--- config.mk ---
export PLATFORM = sky130hd
export DESIGN_NAME = write_buffer
export DESIGN_NICKNAME = d
export VERILOG_FILES = /design/src/rtl/dcache_pkg.sv /design/src/rtl/wb_fifo.sv /design/src/rtl/write_buffer.sv
export SDC_FILE = /design/constraint.sdc
export NUM_CORES = 1
export LEC_CHECK = 0
export ABC_AREA = 1
export CAP_MARGIN = 20
export CORE_UTILIZATION = 50
export CTS_CLUSTER_DIAMETER = 60
export DETAILED_ROUTE_END_ITERATION = 8
export GPL_ROUTABILITY_DRIVEN = 0
export GPL_TIMING_DRIVEN = 0
export HOLD_SLACK_MARGIN = 0.03
export PLACE_DENSITY = 0.76
export RECOVER_POWER = 50
export SLEW_MARGIN = 20
export SYNTH_ARGS = -nofsm -noshare
export SYNTH_HDL_FRONTEND = slang
export SYNTH_SLANG_ARGS = --single-unit
--- constraint.sdc ---
create_clock -name clk -period 2.2 [get_ports clk]
set_input_delay 0.44 -clock clk [delete_from_list [all_inputs] [get_ports clk]]
set_output_delay 0.44 -clock clk [all_outputs]
set_load 0.05 [all_outputs]
--- src/rtl/dcache_pkg.sv ---
// Shared dcache definitions: write-buffer geometry, entry layout, drain states
// and the byte-lane merge used by store coalescing.
package dcache_pkg;

    localparam int WB_DEPTH   = 4;
    localparam int WORD_OFF_W = 2;
    localparam int LINE_OFF_W = 5;
    localparam int WB_ADDR_W  = 32;
    localparam int WB_DATA_W  = 32;
    localparam int WB_BE_W    = WB_DATA_W / 8;

    typedef struct packed {
        logic [WB_ADDR_W-1:WORD_OFF_W] addr;
        logic [WB_DATA_W-1:0]          data;
        logic [WB_BE_W-1:0]            byte_en;
    } wb_entry_t;

    typedef enum logic {
        D_IDLE = 1'b0,
        D_BUSY = 1'b1
    } drain_state_e;

    // Overwrite only the byte lanes selected by be.
    function automatic logic [WB_DATA_W-1:0] merge_bytes(
        input logic [WB_DATA_W-1:0] old_data,
        input logic [WB_DATA_W-1:0] new_data,
        input logic [WB_BE_W-1:0]   be
    );
        logic [WB_DATA_W-1:0] r;
        r = old_data;
        for (int b = 0; b < WB_BE_W; b++) begin
            if (be[b]) begin
                r[b*8 +: 8] = new_data[b*8 +: 8];
            end
        end
        return r;
    endfunction

endpackage

--- src/rtl/wb_fifo.sv ---
// Circular entry store for the write buffer: pointers, occupancy, valid bits,
// plus an in-place merge port that targets the youngest entry.
module wb_fifo
    import dcache_pkg::*;
#(
    parameter int DEPTH = WB_DEPTH,
    parameter int PTR_W = $clog2(DEPTH),
    parameter int CNT_W = $clog2(DEPTH) + 1,
    parameter int LINE_W = WB_ADDR_W - LINE_OFF_W
)(
    input  logic                              clk,
    input  logic                              rst_n,
    input  logic                              push_i,
    input  logic                              pop_i,
    input  logic                              merge_i,
    input  logic [WB_ADDR_W-1:WORD_OFF_W]     push_addr_i,
    input  logic [WB_DATA_W-1:0]              push_data_i,
    input  logic [WB_BE_W-1:0]                push_be_i,
    output logic [CNT_W-1:0]                  count_o,
    output logic [WB_ADDR_W-1:WORD_OFF_W]     head_addr_o,
    output logic [WB_DATA_W-1:0]              head_data_o,
    output logic [WB_BE_W-1:0]                head_be_o,
    output logic [WB_ADDR_W-1:WORD_OFF_W]     young_addr_o,
    output logic                              young_is_head_o,
    output logic [DEPTH-1:0]                  valid_o,
    output logic [DEPTH-1:0][LINE_W-1:0]      line_o
);

    wb_entry_t          entries_q [DEPTH];
    logic [DEPTH-1:0]   valid_q;
    logic [PTR_W-1:0]   wr_ptr_q, wr_ptr_d;
    logic [PTR_W-1:0]   rd_ptr_q, rd_ptr_d;
    logic [CNT_W-1:0]   count_q, count_d;
    logic [PTR_W-1:0]   young_ptr;
    wb_entry_t          push_entry;
    wb_entry_t          merged_entry;

    assign young_ptr = wr_ptr_q - PTR_W'(1);

    always_comb begin
        push_entry         = '0;
        push_entry.addr    = push_addr_i;
        push_entry.data    = push_data_i;
        push_entry.byte_en = push_be_i;

        merged_entry         = entries_q[young_ptr];
        merged_entry.data    = merge_bytes(entries_q[young_ptr].data, push_data_i, push_be_i);
        merged_entry.byte_en = entries_q[young_ptr].byte_en | push_be_i;

        wr_ptr_d = push_i ? wr_ptr_q + PTR_W'(1) : wr_ptr_q;
        rd_ptr_d = pop_i  ? rd_ptr_q + PTR_W'(1) : rd_ptr_q;
        count_d  = count_q + CNT_W'(push_i) - CNT_W'(pop_i);
    end

    always_ff @(posedge clk or negedge rst_n) begin
        if (!rst_n) begin
            wr_ptr_q <= '0;
            rd_ptr_q <= '0;
            count_q  <= '0;
            valid_q  <= '0;
            for (int i = 0; i < DEPTH; i++) begin
                entries_q[i] <= '0;
            end
        end else begin
            // Merge never targets a slot being popped or allocated this cycle.
            if (push_i) begin
                entries_q[wr_ptr_q] <= push_entry;
                valid_q[wr_ptr_q]   <= 1'b1;
            end
            if (merge_i) begin
                entries_q[young_ptr] <= merged_entry;
            end
            if (pop_i) begin
                valid_q[rd_ptr_q] <= 1'b0;
            end
            wr_ptr_q <= wr_ptr_d;
            rd_ptr_q <= rd_ptr_d;
            count_q  <= count_d;
        end
    end

    assign count_o         = count_q;
    assign head_addr_o     = entries_q[rd_ptr_q].addr;
    assign head_data_o     = entries_q[rd_ptr_q].data;
    assign head_be_o       = entries_q[rd_ptr_q].byte_en;
    assign young_addr_o    = entries_q[young_ptr].addr;
    assign young_is_head_o = (young_ptr == rd_ptr_q);
    assign valid_o         = valid_q;

    for (genvar gi = 0; gi < DEPTH; gi++) begin : g_line
        assign line_o[gi] = entries_q[gi].addr[WB_ADDR_W-1:LINE_OFF_W];
    end

endmodule

--- src/rtl/write_buffer.sv ---
// Posted write buffer: FIFO of write-through stores drained by req/ack, with a
// line-granular probe for pending stores. Store coalescing enabled by WB_MERGE_EN.
module write_buffer
    import dcache_pkg::*;
#(
    parameter int DEPTH  = WB_DEPTH,
    parameter int ADDR_W = WB_ADDR_W,
    parameter int DATA_W = WB_DATA_W
)(
    input  logic                clk,
    input  logic                rst_n,
    input  logic                wb_req_in,
    input  logic [ADDR_W-1:0]   wb_addr_in,
    input  logic [DATA_W-1:0]   wb_data_in,
    input  logic [DATA_W/8-1:0] wb_byte_en_in,
    output logic                wb_full_out,
    output logic                wb_empty_out,
    input  logic [ADDR_W-1:0]   wb_probe_addr_in,
    output logic                wb_probe_hit_out,
    output logic                wb_mem_write_req_out,
    output logic [ADDR_W-1:0]   wb_mem_addr_out,
    output logic [DATA_W-1:0]   wb_mem_data_out,
    output logic [DATA_W/8-1:0] wb_mem_byte_en_out,
    input  logic                wb_mem_ack_in
);

    localparam int CNT_W  = $clog2(DEPTH) + 1;
    localparam int LINE_W = ADDR_W - LINE_OFF_W;

    drain_state_e               state_q, state_d;
    logic [CNT_W-1:0]           count;
    logic [CNT_W-1:0]           count_d;
    logic [ADDR_W-1:WORD_OFF_W] head_addr;
    logic [DATA_W-1:0]          head_data;
    logic [DATA_W/8-1:0]        head_be;
    logic [ADDR_W-1:WORD_OFF_W] young_addr;
    logic                       young_is_head;
    logic [DEPTH-1:0]           valid;
    logic [DEPTH-1:0][LINE_W-1:0] lines;
    logic [DEPTH-1:0]           probe_match;
    logic                       full;
    logic                       busy;
    logic                       push;
    logic                       pop;
    logic                       merge;

    assign full = (count == CNT_W'(DEPTH));
    assign busy = (state_q == D_BUSY);
    assign pop  = busy && wb_mem_ack_in;

`ifdef WB_MERGE_EN
    // The head is frozen while being offered to the arbiter, so it never absorbs a merge.
    assign merge = wb_req_in && (count != '0) &&
                   (young_addr == wb_addr_in[ADDR_W-1:WORD_OFF_W]) &&
                   !(busy && young_is_head);
`else
    logic unused_merge;
    assign merge        = 1'b0;
    assign unused_merge = ^{young_addr, young_is_head};
`endif

    assign push    = wb_req_in && !full && !merge;
    assign count_d = count + CNT_W'(push) - CNT_W'(pop);

    wb_fifo #(
        .DEPTH  (DEPTH),
        .LINE_W (LINE_W)
    ) u_fifo (
        .clk             (clk),
        .rst_n           (rst_n),
        .push_i          (push),
        .pop_i           (pop),
        .merge_i         (merge),
        .push_addr_i     (wb_addr_in[ADDR_W-1:WORD_OFF_W]),
        .push_data_i     (wb_data_in),
        .push_be_i       (wb_byte_en_in),
        .count_o         (count),
        .head_addr_o     (head_addr),
        .head_data_o     (head_data),
        .head_be_o       (head_be),
        .young_addr_o    (young_addr),
        .young_is_head_o (young_is_head),
        .valid_o         (valid),
        .line_o          (lines)
    );

    always_ff @(posedge clk or negedge rst_n) begin
        if (!rst_n) begin
            state_q <= D_IDLE;
        end else begin
            state_q <= state_d;
        end
    end

    // Looking at count_d lets the request rise the cycle right after the push.
    always_comb begin
        state_d = state_q;
        case (state_q)
            D_IDLE: if (count_d != '0) state_d = D_BUSY;
            D_BUSY: if (pop && (count_d == '0)) state_d = D_IDLE;
            default: state_d = D_IDLE;
        endcase
    end

    assign wb_full_out          = full;
    assign wb_empty_out         = (count == '0) && (state_q == D_IDLE);
    assign wb_mem_write_req_out = busy;
    assign wb_mem_addr_out      = busy ? {head_addr, {WORD_OFF_W{1'b0}}} : '0;
    assign wb_mem_data_out      = busy ? head_data : '0;
    assign wb_mem_byte_en_out   = busy ? head_be : '0;

    for (genvar gi = 0; gi < DEPTH; gi++) begin : g_probe
        assign probe_match[gi] = valid[gi] &&
                                 (lines[gi] == wb_probe_addr_in[ADDR_W-1:LINE_OFF_W]);
    end
    assign wb_probe_hit_out = |probe_match;

    logic unused_low_bits;
    assign unused_low_bits = ^{wb_addr_in[WORD_OFF_W-1:0], wb_probe_addr_in[LINE_OFF_W-1:0]};

endmodule
* Word-level counts from Yosys, hierarchy flattened
Index checks and enable logic that the tools add are counted.
Cells by class: add/sub/neg operators 4, order comparisons 7, eq/ne operators 5, muxes and demuxes 18, bitwise logic cells 6, reduce and logical (&&, ||, !) cells 16
Operator list (count):
- $bwmux 264 | 1
- $mux 66 | 3
- $bmux 66 s2 | 1
- $demux 66 s2 | 1
- $eq 27x27->1 | 4
- $mux 32 | 2
- $mux 4 | 3
- $logic_and 1x1->1 | 11
- $ge 3x3->1 const B | 2
- $logic_not 3->1 | 2
- $lt 2x3->1 const B | 2
- $not 2->3 | 2
- $add 2x1->2 const B | 2
- $and 4x4->4 | 1
- $demux 1 s2 | 2
- $ge 2x1->1 const B | 2
- $mux 1 | 4
- $not 4->4 | 1
- $or 4x4->4 | 1
- $reduce_or 4->1 | 1
- $add 3x1->3 | 1
- $eq 3x3->1 const B | 1
- $lt 3x1->1 const B | 1
- $reduce_bool 3->1 | 1
- other kinds (4) | 4
Storage, ports and cells: register bits 276, output and inout port bits 72, word-level logic and storage cells 73

* Longest topological paths before layout
Gate-level depths: netlist of run 1.
depth in word-level cells 9, gate-level depth with buffers 11, depth with buffers taken out 10

* Cells and area by module
From an unflattened synthesis of run 1, not the netlist that was laid out.
Unflattened totals: cell total of the unflattened synthesis 3200, area, all modules 20687.3 um^2
Modules (own cells, without submodules):
- wb_fifo | times used 1, cells each 2559, area an instance 18048.6 um^2, seq. area each 6881.6 um^2
- write_buffer | times used 1, cells each 641, area an instance 2638.8 um^2, seq. area each 25.0 um^2

* Least setup slack after synthesis of run 1
No wires, ideal clock.
path kind reg2out, from reg state_q, in the netlist wb_mem_write_req_out, to out wb_empty_out, arrival 2.172 ns, data required time 1.760 ns, path slack -0.412 ns, stages on the path, launching flop included 2, path through dfrtp_1 -> nor4_1
Between the ends: word-level cells in the longest chain between the ends 2
Ends and longest elaborated chain:
- from (decl) | line write_buffer.sv:30 | drain_state_e state_q, state_d;
- from (signal assigned) | line write_buffer.sv:91 | state_q <= state_d;
- $not 1->1 | line write_buffer.sv:106 | assign wb_empty_out = (count == '0) && (state_q == D_IDLE);
- $logic_and 1x1->1 | line write_buffer.sv:106
- to (decl) | line write_buffer.sv:17 | output logic wb_empty_out,
No other way between the ends.

* Worst setup path in the final report of run 1
from reg u_fifo.rd_ptr_q[0], to out wb_mem_addr_out[31]
Between the ends: word-level cells in the longest chain between the ends 5
Ends and longest elaborated chain:
- from (decl) | line wb_fifo.sv:32 | logic [PTR_W-1:0] rd_ptr_q, rd_ptr_d;
- from (signal assigned) | line wb_fifo.sv:77 | rd_ptr_q <= rd_ptr_d;
- $not 2->3 (not written as such) | line wb_fifo.sv:83 | assign head_addr_o = entries_q[rd_ptr_q].addr;
- $bmux 66 s2 | line wb_fifo.sv:83
- $mux 66 (not written as such) (2 in series) | line wb_fifo.sv:83
- $mux 32 | line write_buffer.sv:108 | assign wb_mem_addr_out = busy ? {head_addr, {WORD_OFF_W{1'b0}}} : '0;
- to (decl) | line write_buffer.sv:21 | output logic [ADDR_W-1:0] wb_mem_addr_out,
No other way between the ends. The select of a mux whose other input is x is not followed.

==> results.tsv, run 1 <==
stage	metric	value	unit
route	drc	0	
power_and_ir_drop	p_leak	8.95	nW
synthesis	yosys_register_bits	276	
worst_setup_path	cp-end-kind	primary output	
worst_setup_path	crit_chain	buf_8 > buf_12 > buf_12 > a21oi_4 > o21ai_2 > a21oi_2 > buf_6	
cts	clock_sinks	276	
floorplan	dieWidth	171	microns
cts	cts_tree	built	
run_status	violations	setup timing	
worst_setup_path	cp_max_fo	10	
cts	cts-root-buf	clkbuf_16	
placement	place_hpwl	33000	microns
route	firstDrtPassIters	5	
global_routing	antenna_found_initial	1	
sta	hold_viol	0	
floorplan	start_util	0.511	
sta	slew_violations	0	
global_routing	grt_usage	0.342	
sta	grt_setup_unrepaired	yes	
synthesis	ys_seq_area_frac	0.484	
hold_path	whs_endpoint	wb_mem_write_req_out	
synthesis	netlist.area_leader.share	0.484	
placement	dpl_cell_area	16600	sq um
placement	port_buffers	162	
floorplan	num_io_pins	176	
cells_and_area	area_delta_synth_final	29.1	%
worst_setup_path	worstPathRequired	1760	ps
sta	relSlewSlack	0.233	
route	viasPerCell	5.73	
global_routing	grt_max_degree	87	
synthesis	synth_top_area_cell	dfrtp_1	
worst_setup_path	r2r_end	u_fifo.line_o[72]	
worst_setup_path	critical_path_class	register to primary output	
sta	period_minus_slack	2690	ps
worst_setup_path	reg2regPathDepth	6	
route	wl	49800	microns
worst_setup_path	critPathSlowestCell	dfrtp_2	
run_status	status	finished, violations left	
synthesis	synthCells	1900	
sta	fin_ws	-487	ps
sta	finalCritPeriodShare	1.22	
sta	tightest_slew	1150	ps
worst_setup_path	crit_path_max_incr_delay	480	ps
worst_setup_path	reg2reg_slack	-150	ps
sta	setup_violations	179	
cts	clkLatencyLatePin	580	ps
global_routing	first_global_vias	13700	
synthesis	mappedNetlistArea	14300	sq um
route	postRouteAntennaNets	0	
power_and_ir_drop	power	0.0353	W
route	wire_per_inst	19.8	microns
cells_and_area	final_nets	2235	
worst_setup_path	cp_common_cell	buf_12	
route	vias	14400	
worst_setup_path	r2r-start	u_fifo.count_o[1]	
run	cap_violations	0	
sta	fin_skew	18.9	ps
cells_and_area	postLayoutCellArea	18400	sq um
hold_path	hold_class	primary input to register	
floorplan	die_h	171	microns
hold_path	min_path_cells	2	
cts	clkTransAtPathRegs	60	ps
power_and_ir_drop	ir_drop	1.54	mV
power_and_ir_drop	pwr_density_cell	1920	nW/um^2
synthesis	synth_area_per_cell	7.51	sq um
global_routing	grt_pass1_wl	76300	microns
cells_and_area	drive_gt1_frac	0.164	
sta	hold_ws	464	ps
synthesis	ys_types	29	
hold_path	hp-start	wb_mem_ack_in	
route	drt_iter0_markers	1912	
global_routing	gr-total-overflow	0	
sta	fmax	0.372	GHz
floorplan	dieArea	29200	sq um
cts	cts_buffers	31	
worst_setup_path	crit_family	buffers and inverters	
cells_and_area	utilization	0.659	
cts	ctsLongestPathBuffers	3	
cts	h-tree-depth	1	
worst_setup_path	critPathLaunchType	register	
floorplan	rows	61	
floorplan	core_area	27900	sq um
synthesis	ys.warnings.count	0	
worst_setup_path	path_buf_inv	4	
worst_setup_path	worstPathArrival	2250	ps
synthesis	synth_area_leaders	dfrtp_1 (48%), nand2_1 (13%), o21ai_0 (12%), nor2_1 (6.2%), inv_1 (4.7%)	
-- state kept, by name, summed over array words and instances (netlist names) --
register              flops
u_fifo.entries_q        156
u_fifo.line_o           108
wb_mem_write_req_out      1
u_fifo.count_o            3
u_fifo.rd_ptr_q           2
u_fifo.valid_o            4
u_fifo.wr_ptr_q           2
-- synth_stat cells (all sizes together) --
cell / instances
nand2: 513
o21ai: 409
dfrtp: 276
nor2: 237
inv: 180
a21oi: 111
buf: 57
clkbuf: 55
xnor2: 28
ha: 9
o211ai: 6
nand3: 5
a22oi: 4
xor2: 4
conb: 1
fa: 1
nand4: 1
nor3: 1
nor4: 1
or2: 1
-- how the worst max path moves through the flow --
stage	from	to	slack [ps]	depth (start not counted)
finish	u_fifo.rd_ptr_q[0]	wb_mem_addr_out[31]	-490	7
global route	u_fifo.rd_ptr_q[0]	wb_mem_addr_out[31]	-480	7
CTS	u_fifo.rd_ptr_q[0]	wb_mem_data_out[7]	-410	8
detailed placement	u_fifo.rd_ptr_q[0]	wb_mem_addr_out[3]	-1290	6
global placement	rst_n	u_fifo.entries_q[146]	-11060	1
floorplan	wb_mem_write_req_out	wb_mem_data_out[14]	-230	4
-- metal layers --
layer | track usage | vias up | wire length (microns)
met5 | 0 | - | 0
met4 | 0.155 | 0 | 2520
met3 | 0.0592 | 188 | 5320
met2 | 0.546 | 946 | 22900
met1 | 0.456 | 6825 | 19100
li1 | - | 6476 | -
-- cells by family (layout without fill, tap and decap cells) --
family	Yosys count	in the layout	synth area share
XOR/XNOR	32	32	0.0196
buffers and inverters	292	532	0.0945
flip-flops	276	276	0.484
AO/OA/AOI/OAI	530	530	0.188
other	1	3	0.000263
AND/OR/NAND/NOR	759	759	0.205
adder cells (fa/ha/maj)	10	10	0.00929
-- what timing repair did --
| action | in CTS | in global routing |
|---|---|---|
| hold buffers | 1 | 0 |
| pin swaps | 46 | 44 |
| cloned | 1 | 4 |
| hold endpoints to repair | 77 | 0 |
| setup endpoints to repair | 71 | 67 |
| buffers inserted | 6 | 11 |
| resized for setup | 695 | 90 |
-- worst register-to-register path, cell delays in order (launching register included) --
cell	delay [ps]
dfrtp_1	430
or2_2	320
nor2_1	320
nor2_8	90
nand2_2	240
clkbuf_1	550
o21ai_0	230
-- layout make-up --
type	instances	area, sq um
timing repair buffer	187	1890
fill	2327	9520
antenna	1	2.50
clock inverter	7	57.6
tap	378	473
sequential	276	6910
multi-input combinational	1333	6400
buffer	112	1100
clock buffer	46	902
inverter	180	681
-- cell usage in the layout (no fill, tap or decap), drive strengths merged --
cell type	netlist	layout
xor2	4	4
fa	1	1
diode	0	1
ha	9	9
clkdlybuf4s50	0	68
dlygate4sd2	0	24
nand4	1	1
xnor2	28	28
a22oi	4	4
a21oi	111	111
o21ai	409	409
conb	1	2
nor4	1	1
buf	57	145
nand3	5	5
or2	1	1
clkbuf	55	106
nor3	1	1
inv	180	183
clkdlybuf4s15	0	1
dfrtp	276	276
dlygate4sd3	0	1
o211ai	6	6
clkinv	0	4
nor2	237	237
nand2	513	513
-- through the flow --
| stage | setup TNS, ps | cells | setup WS [ps] |
|---|---|---|---|
| floorplan | -7810 | 1901 | -234 |
| global placement | -3112480 | 2441 | -11060 |
| detailed placement | -70190 | 2444 | -1290 |
| CTS | -22250 | 2505 | -415 |
| global route | -63010 | 2520 | -477 |
| finish | -30260 | 2520 | -487 |
-- report_power, final --
part           internal, W  leakage (nW)  switching [W]
registers          0.00744          3.45        0.00182
logic              0.00739          5.02         0.0137
clock network      0.00282         0.476        0.00213
total               0.0177          8.95         0.0176
No activity file was read; power rests on OpenSTA's default activity.
==> inputs of run 2 (changes only) <==
--- a/config.mk
+++ b/config.mk
@@ -15,7 +15,6 @@
 export HOLD_SLACK_MARGIN = 0.03
 export PLACE_DENSITY = 0.76
 export RECOVER_POWER = 50
-export SLEW_MARGIN = 20
 export SYNTH_ARGS = -nofsm -noshare
 export SYNTH_HDL_FRONTEND = slang
 export SYNTH_SLANG_ARGS = --single-unit
==> run 2 against run 1 <==
The run still ends with setup timing left. Sequential cell count stayed put. Hold slack worse by 71 ps. Core utilization hardly changed. Critical path type unchanged.
==> results.tsv, run 2 (same netlist as run 1, synthesis figures left out) <==
stage	metric	value	unit	change
run_status	status	finished, violations left		unchanged
run_status	violations	setup timing		unchanged
cells_and_area	layout_common_cells	nand2_1 (505), o21ai_0 (283), dfrtp_1 (274)		was nand2_1 (499), o21ai_0 (291), dfrtp_1 (273)
route	drc	0		unchanged
floorplan	num_io_pins	176		unchanged
worst_setup_path	worstPathArrival	2260	ps	was 2250 ps
sta	fin_skew	33.8	ps	was 18.9 ps
route	wire_per_inst	19.8	microns	about the same
route	drt_iter0_markers	1914		was 1912
sta	fmax	0.371	GHz	was 0.372 GHz
cells_and_area	largest_reg_flops	156		unchanged
floorplan	core_area	27900	sq um	unchanged
floorplan	start_util	0.511		unchanged
placement	port_buffers	162		unchanged
power_and_ir_drop	ir_drop	1.53	mV	was 1.54 mV
cells_and_area	final_common_cell	nand2_1		unchanged
global_routing	grtUsageMet1	0.450		was 0.456
floorplan	rows	61		unchanged
worst_setup_path	reg2regPathDepth	6		unchanged
sta	period_minus_slack	2700	ps	was 2690 ps
global_routing	grt_usage	0.338		was 0.342
sta	grt_setup_unrepaired	yes		unchanged
cells_and_area	top_register	u_fifo.entries_q		unchanged
worst_setup_path	critPathSlowestCell	dfrtp_2		unchanged
global_routing	antenna_found_initial	1		unchanged
route	viasPerCell	5.69		was 5.73
cells_and_area	final_nets	2231		was 2235
floorplan	dieWidth	171	microns	unchanged
worst_setup_path	startpoint	u_fifo.rd_ptr_q[0]		unchanged
worst_setup_path	cp_max_fo	10		unchanged
cts	clock_sinks	276		unchanged
placement	place_ws	-1250	ps	was -1290 ps
cts	ctsLongestPathBuffers	3		unchanged
cells_and_area	area_delta_synth_final	29.0	%	was 29.1%
global_routing	first_global_vias	13700		about the same
worst_setup_path	critPathLaunchType	register		unchanged
cts	cts-root-buf	clkbuf_16		unchanged
power_and_ir_drop	pwr_density_cell	1920	nW/um^2	about the same
cells_and_area	drive_gt1_frac	0.154		was 0.164
cts	cts_buffers	30		was 31
route	vias	14300		was 14400
hold_path	hold_class	primary input to asynchronous set/reset pin		was primary input to register
cts	h-tree-depth	1		unchanged
global_routing	grt_max_degree	115		was 87
global_routing	busiest_layer	met2		unchanged
sta	finalCritPeriodShare	1.23		was 1.22
cts	cts_tree	built		unchanged
placement	place_hpwl	33000	microns	about the same
global_routing	gr-total-overflow	0		unchanged
route	postRouteAntennaNets	0		unchanged
global_routing	grt_pass1_wl	75700	microns	was 76300 microns
sta	relSlewSlack	0.339		was 0.233
global_routing	met2_usage	0.530		was 0.546
route	firstDrtPassIters	8		was 5
worst_setup_path	worstPathRequired	1760	ps	about the same
power_and_ir_drop	p_leak	9.05	nW	was 8.95 nW
floorplan	dieArea	29200	sq um	unchanged
global_routing	use_met3	0.0588		was 0.0592
floorplan	die_h	171	microns	unchanged
run	cap_violations	0		unchanged
cts	clkLatencyLatePin	590	ps	was 580 ps
worst_setup_path	cp-end-kind	primary output		unchanged
route	wl	50000	microns	was 49800 microns
sta	tightest_slew	991	ps	was 1150 ps
worst_setup_path	crit_chain	buf_8 > clkbuf_16 > buf_12 > a21oi_2 > o21ai_1 > a21oi_2 > buf_6		was buf_8 > buf_12 > buf_12 > a21oi_4 > o21ai_2 > a21oi_2 > buf_6
sta	slew_violations	0		unchanged
sta	hold_viol	0		unchanged
sta	setup_violations	203		was 179
worst_setup_path	crit_path_max_incr_delay	490	ps	was 480 ps
sta	fin_ws	-498	ps	was -487 ps
sta	setup_tns	-35590	ps	was -30260 ps
cts	clkTransAtPathRegs	60	ps	about the same
cells_and_area	utilization	0.659		about the same
worst_setup_path	r2r-start	u_fifo.count_o[1]		unchanged
worst_setup_path	cp_common_cell	a21oi_2		was buf_12
worst_setup_path	critical_path_class	register to primary output		unchanged
run 2: cell types whose count changed in the layout (fill, tap and decap cells not counted), moves of 4 or more:
| cell | before | now |
|---|---|---|
| a21oi_2 | 75 | 67 |
| o21ai_1 | 111 | 121 |
| buf_8 | 4 | 9 |
| clkbuf_1 | 30 | 34 |
| buf_2 | 2 | 9 |
| dlygate4sd2_1 | 24 | 7 |
| o21ai_0 | 291 | 283 |
| buf_4 | 53 | 41 |
| nand2_2 | 12 | 8 |
| nor2_1 | 228 | 222 |
| dlymetal6s2s_1 | 0 | 17 |
| nand2_1 | 499 | 505 |
| a21oi_1 | 34 | 44 |
| clkbuf_4 | 11 | 7 |
run 2: through the flow:
stage | hold slack, ps | power [W] | std cells | cell area (sq um)
5_1_grt | 461 | 0.0371 | 2518 | 18400
6_report | 393 | 0.0353 | 2518 | 18400
3_3_place_gp | 461 | 0.0272 | 2441 | 16500
4_1_cts | 409 | 0.0340 | 2504 | 18100
3_5_place_dp | 402 | 0.0276 | 2443 | 16500
2_1_floorplan | 144 | 0.0211 | 1901 | 14400
run 2: layer usage:
metal | part of all wire | routed length, microns
met5 | 0 | 0
met4 | 0.057 | 2840
met3 | 0.11 | 5280
met2 | 0.46 | 22700
met1 | 0.38 | 19100
run 2: layout make-up:
class	instances	area [sq um]
Timing Repair Buffer	184	1950
Fill cell	2365	9520
Clock inverter	5	100
Tap cell	378	473
Sequential cell	276	6910
Inverter	180	681
Antenna cell	1	2.50
Multi-Input combinational cell	1333	6340
Buffer	112	1070
Clock buffer	49	872
run 2: timing repair:
action,CTS,global route
hold buffers,1,0
endpoints found under the hold margin,59,0
endpoints found under the setup margin,71,69
cloned,2,9
gates resized for setup,645,119
pin swaps,41,46
setup buffers,4,5
run 2: final timing paths:
check	end	slack, ps
max	wb_mem_addr_out[31]	-500
max in group asynchronous	u_fifo.entries_q[145]	70
min	u_fifo.line_o[10]	390
min reg2reg	u_fifo.entries_q[148]	480
min in group clk	u_fifo.entries_q[2]	460
max reg2reg	u_fifo.line_o[45]	-240
run 2: where the power goes:
part,switching [W],leakage [nW],internal [W]
Combinational,0.0137,5.13,0.00736
Sequential,0.00183,3.45,0.00744
Clock,0.00209,0.470,0.00293
run 2: critical path: cells and delay by family (launching register included):
family                 cells  cell delay, ps
buffers and inverters      4             680
flip-flops                 1             490
AO/OA/AOI/OAI              3             470
==> inputs of run 3 (changes only) <==
--- a/config.mk
+++ b/config.mk
@@ -7,13 +7,16 @@
 export LEC_CHECK = 0
 export ABC_AREA = 1
 export CAP_MARGIN = 20
-export CORE_UTILIZATION = 50
+export CELL_PAD_IN_SITES_DETAIL_PLACEMENT = 1
+export CELL_PAD_IN_SITES_GLOBAL_PLACEMENT = 1
+export CORE_UTILIZATION = 41
 export CTS_CLUSTER_DIAMETER = 60
 export DETAILED_ROUTE_END_ITERATION = 8
 export GPL_ROUTABILITY_DRIVEN = 0
 export GPL_TIMING_DRIVEN = 0
 export HOLD_SLACK_MARGIN = 0.03
-export PLACE_DENSITY = 0.76
+export MAX_ROUTING_LAYER = met4
+export PLACE_DENSITY = 0.83
 export RECOVER_POWER = 50
 export SYNTH_ARGS = -nofsm -noshare
 export SYNTH_HDL_FRONTEND = slang
==> run 3 against run 2 <==
The run still ends with setup timing left. Count of clock-buffer cells in the layout grew 1. Non-clock buffer count grew 40. Via count grew 8.0%. Fmax grew 1.1%. Hold slack gained 87 ps. Sequential share of layout area shrank 2.5 points. Final area grew 7.3%. Die area grew 22%. Critical path type unchanged. Largest power group unchanged.
==> results.tsv, run 3 (same netlist as run 1, synthesis figures left out) <==
stage	metric	value	unit	change
sta	tightest_slew	1390	ps	was 991 ps
power_and_ir_drop	pwr_density_cell	2030	nW/um^2	was 1920 nW/um^2
cells_and_area	drive_gt1_frac	0.235		was 0.154
sta	slew_violations	0		unchanged
sta	period_minus_slack	2670	ps	was 2700 ps
worst_setup_path	critPathSlowestCell	dfrtp_1		was dfrtp_2
route	firstDrtPassIters	5		was 8
worst_setup_path	critPathLaunchType	register		unchanged
power_and_ir_drop	ir_drop	1.68	mV	was 1.53 mV
sta	relSlewSlack	0.0733		was 0.339
sta	fin_ws	-467	ps	was -498 ps
route	viasPerCell	5.88		was 5.69
floorplan	dieWidth	189	microns	was 171 microns
cells_and_area	final_common_cell	nand2_1		unchanged
route	postRouteAntennaNets	0		unchanged
floorplan	num_io_pins	176		unchanged
worst_setup_path	reg2regPathDepth	7		was 6
sta	fmax	0.375	GHz	was 0.371 GHz
worst_setup_path	crit_path_max_incr_delay	450	ps	was 490 ps
power_and_ir_drop	power_frac_clock	0.148		was 0.142
global_routing	grt_usage	0.360		was 0.338
worst_setup_path	cp_max_fo	10		unchanged
run_status	violations	setup timing		unchanged
power_and_ir_drop	p_leak	9.44	nW	was 9.05 nW
worst_setup_path	reg2reg_slack	-220	ps	was -240 ps
sta	setup_violations	239		was 203
cells_and_area	register_area	6910	sq um	about the same
cts	clkTransAtPathRegs	70	ps	was 60 ps
route	met3_wirelength	5180	microns	was 5280 microns
cts	cts-root-buf	clkbuf_16		unchanged
cts	cts_buffers	35		was 30
run_status	status	finished, violations left		unchanged
cts	ctsLongestPathBuffers	3		unchanged
worst_setup_path	cp_common_cell	buf_6		was a21oi_2
power_and_ir_drop	power	0.0402	W	was 0.0353 W
route	dr_wl_met2	31700	microns	was 22700 microns
cells_and_area	layout_common_cells	nand2_1 (481), dfrtp_1 (272), o21ai_0 (244)		was nand2_1 (505), o21ai_0 (283), dfrtp_1 (274)
worst_setup_path	startpoint	u_fifo.rd_ptr_q[1]		was u_fifo.rd_ptr_q[0]
cts	clkLatencyLatePin	550	ps	was 590 ps
global_routing	gr-total-overflow	0		unchanged
cells_and_area	final_nets	2276		was 2231
route	wire_per_inst	25.1	microns	was 19.8 microns
route	drt_iter0_markers	1412		was 1914
power_and_ir_drop	p_int	0.0197	W	was 0.0177 W
worst_setup_path	worstPathArrival	2230	ps	was 2260 ps
hold_path	hold_class	register to register		was primary input to asynchronous set/reset pin
worst_setup_path	cp-end-kind	primary output		unchanged
global_routing	grt_max_degree	109		was 115
worst_setup_path	path_buf_inv	4		unchanged
route	drc	0		unchanged
cells_and_area	antennaDiodeCount	0		was 1
cells_and_area	largest_reg_flops	156		unchanged
worst_setup_path	crit_family	buffers and inverters		unchanged
power_and_ir_drop	switchingPower	0.0205	W	was 0.0176 W
sta	finalCritPeriodShare	1.21		was 1.23
worst_setup_path	critical_path_class	register to primary output		unchanged
worst_setup_path	cp_num_cells	7		unchanged
power_and_ir_drop	seq_power_share	0.238		was 0.262
run	cap_violations	0		unchanged
global_routing	grt_pass1_wl	94500	microns	was 75700 microns
placement	place_hpwl	39000	microns	was 33000 microns
sta	hold_ws	480	ps	was 393 ps
floorplan	rows	67		was 61
floorplan	core_area	33900	sq um	was 27900 sq um
cts	h-tree-depth	2		was 1
placement	port_buffers	162		unchanged
global_routing	antenna_found_initial	0		was 1
route	wl	66100	microns	was 50000 microns
sta	fin_skew	29.7	ps	was 33.8 ps
sta	grt_setup_unrepaired	yes		unchanged
power_and_ir_drop	p_comb_frac	0.614		was 0.595
sta	hold_viol	0		unchanged
worst_setup_path	crit_chain	buf_6 > inv_8 > clkbuf_16 > nor2_1 > o21ai_0 > a21oi_2 > buf_6		was buf_8 > clkbuf_16 > buf_12 > a21oi_2 > o21ai_1 > a21oi_2 > buf_6
floorplan	dieArea	35600	sq um	was 29200 sq um
worst_setup_path	r2r_end	u_fifo.line_o[31]		was u_fifo.line_o[45]
route	top_layer_used	met4		unchanged
cells_and_area	multiInputGateArea	6860	sq um	was 6340 sq um
worst_setup_path	worstPathRequired	1760	ps	about the same
power_and_ir_drop	p_sw_frac	0.510		was 0.498
cts	clock_sinks	276		unchanged
route	vias	15500		was 14300
global_routing	first_global_vias	15900		was 13700
cells_and_area	area_delta_synth_final	38.4	%	was 29.0%
route	m1WireLength	25100	microns	was 19100 microns
worst_setup_path	r2r-start	u_fifo.count_o[1]		unchanged
floorplan	start_util	0.421		was 0.511
worst_setup_path	endpoint	wb_mem_addr_out[25]		was wb_mem_addr_out[31]
cts	cts_tree	built		unchanged
floorplan	die_h	189	microns	was 171 microns
cells_and_area	top_register	u_fifo.entries_q		unchanged
cells_and_area	fill_cells	4012		was 2365
-- run 3: cell types whose count changed in the layout (fill, tap and decap cells not counted), sizes merged, moves of 4 or more --
cell,delta
clkinv,+4
dlymetal6s2s,-17
dlygate4sd2,+13
inv,+4
buf,+45
-- run 3: area by class of cell --
cell class                      instances  area share
Buffer                                111      0.0615
Clock buffer                           50      0.0528
Clock inverter                         12     0.00596
Inverter                              180      0.0350
Multi-Input combinational cell       1333       0.348
Sequential cell                       276       0.350
Tap cell                              448      0.0284
Timing Repair Buffer                  225       0.119
-- run 3: power by group through the flow --
stage               sequential (W)  clock [W]  combinational, W
floorplan                  0.00865          0            0.0125
global placement           0.00900          0            0.0185
detailed placement         0.00915          0            0.0190
CTS                        0.00918    0.00585            0.0218
global route               0.00970    0.00612            0.0257
finish                     0.00956    0.00594            0.0247
-- run 3: per-stage QoR --
| stage | setup TNS [ps] | area, sq um | util | worst slack, ps | std cells |
|---|---|---|---|---|---|
| after floorplan | -7810 | 14400 | - | -234 | 1901 |
| after global placement | -3222700 | 16600 | 0.489 | -11450 | 2511 |
| after detailed placement | -74510 | 16600 | 0.491 | -1340 | 2513 |
| after CTS | -19320 | 18900 | 0.558 | -382 | 2600 |
| after global routing | -72880 | 19700 | 0.583 | -479 | 2635 |
| final | -35280 | 19700 | 0.583 | -467 | 2635 |
-- run 3: metal layers --
layer  vias to the layer above  track usage
li1                       6568            -
met1                      7739        0.434
met2                       899        0.583
met3                       282       0.0546
met4                         0        0.193
met5                         -            -
-- run 3: worst min path at each step --
stage | startpoint | end | slack [ps] | cells past startpoint
CTS | u_fifo.entries_q[163] | u_fifo.entries_q[163] | 480 | 2
finish | u_fifo.entries_q[163] | u_fifo.entries_q[163] | 480 | 2
detailed placement | u_fifo.entries_q[17] | u_fifo.entries_q[17] | 470 | 2
global route | u_fifo.entries_q[150] | u_fifo.entries_q[150] | 510 | 2
global placement | u_fifo.entries_q[143] | u_fifo.entries_q[143] | 460 | 2
floorplan | rst_n | u_fifo.count_o[0] | 140 | 0
-- run 3: what timing repair did --
item / in CTS / in global routing
hold buffers: 1 / 0
hold endpoints to repair: 89 / 0
pin swaps: 54 / 96
buffers inserted: 17 / 33
setup endpoints to repair: 72 / 76
resized for setup: 783 / 222
gates cloned: 7 / 6
-- run 3: worst min-delay path, cell delays in order (launching register included) --
cell	delay (ps)
dfrtp_1	340
nand2_1	50
o21ai_0	60
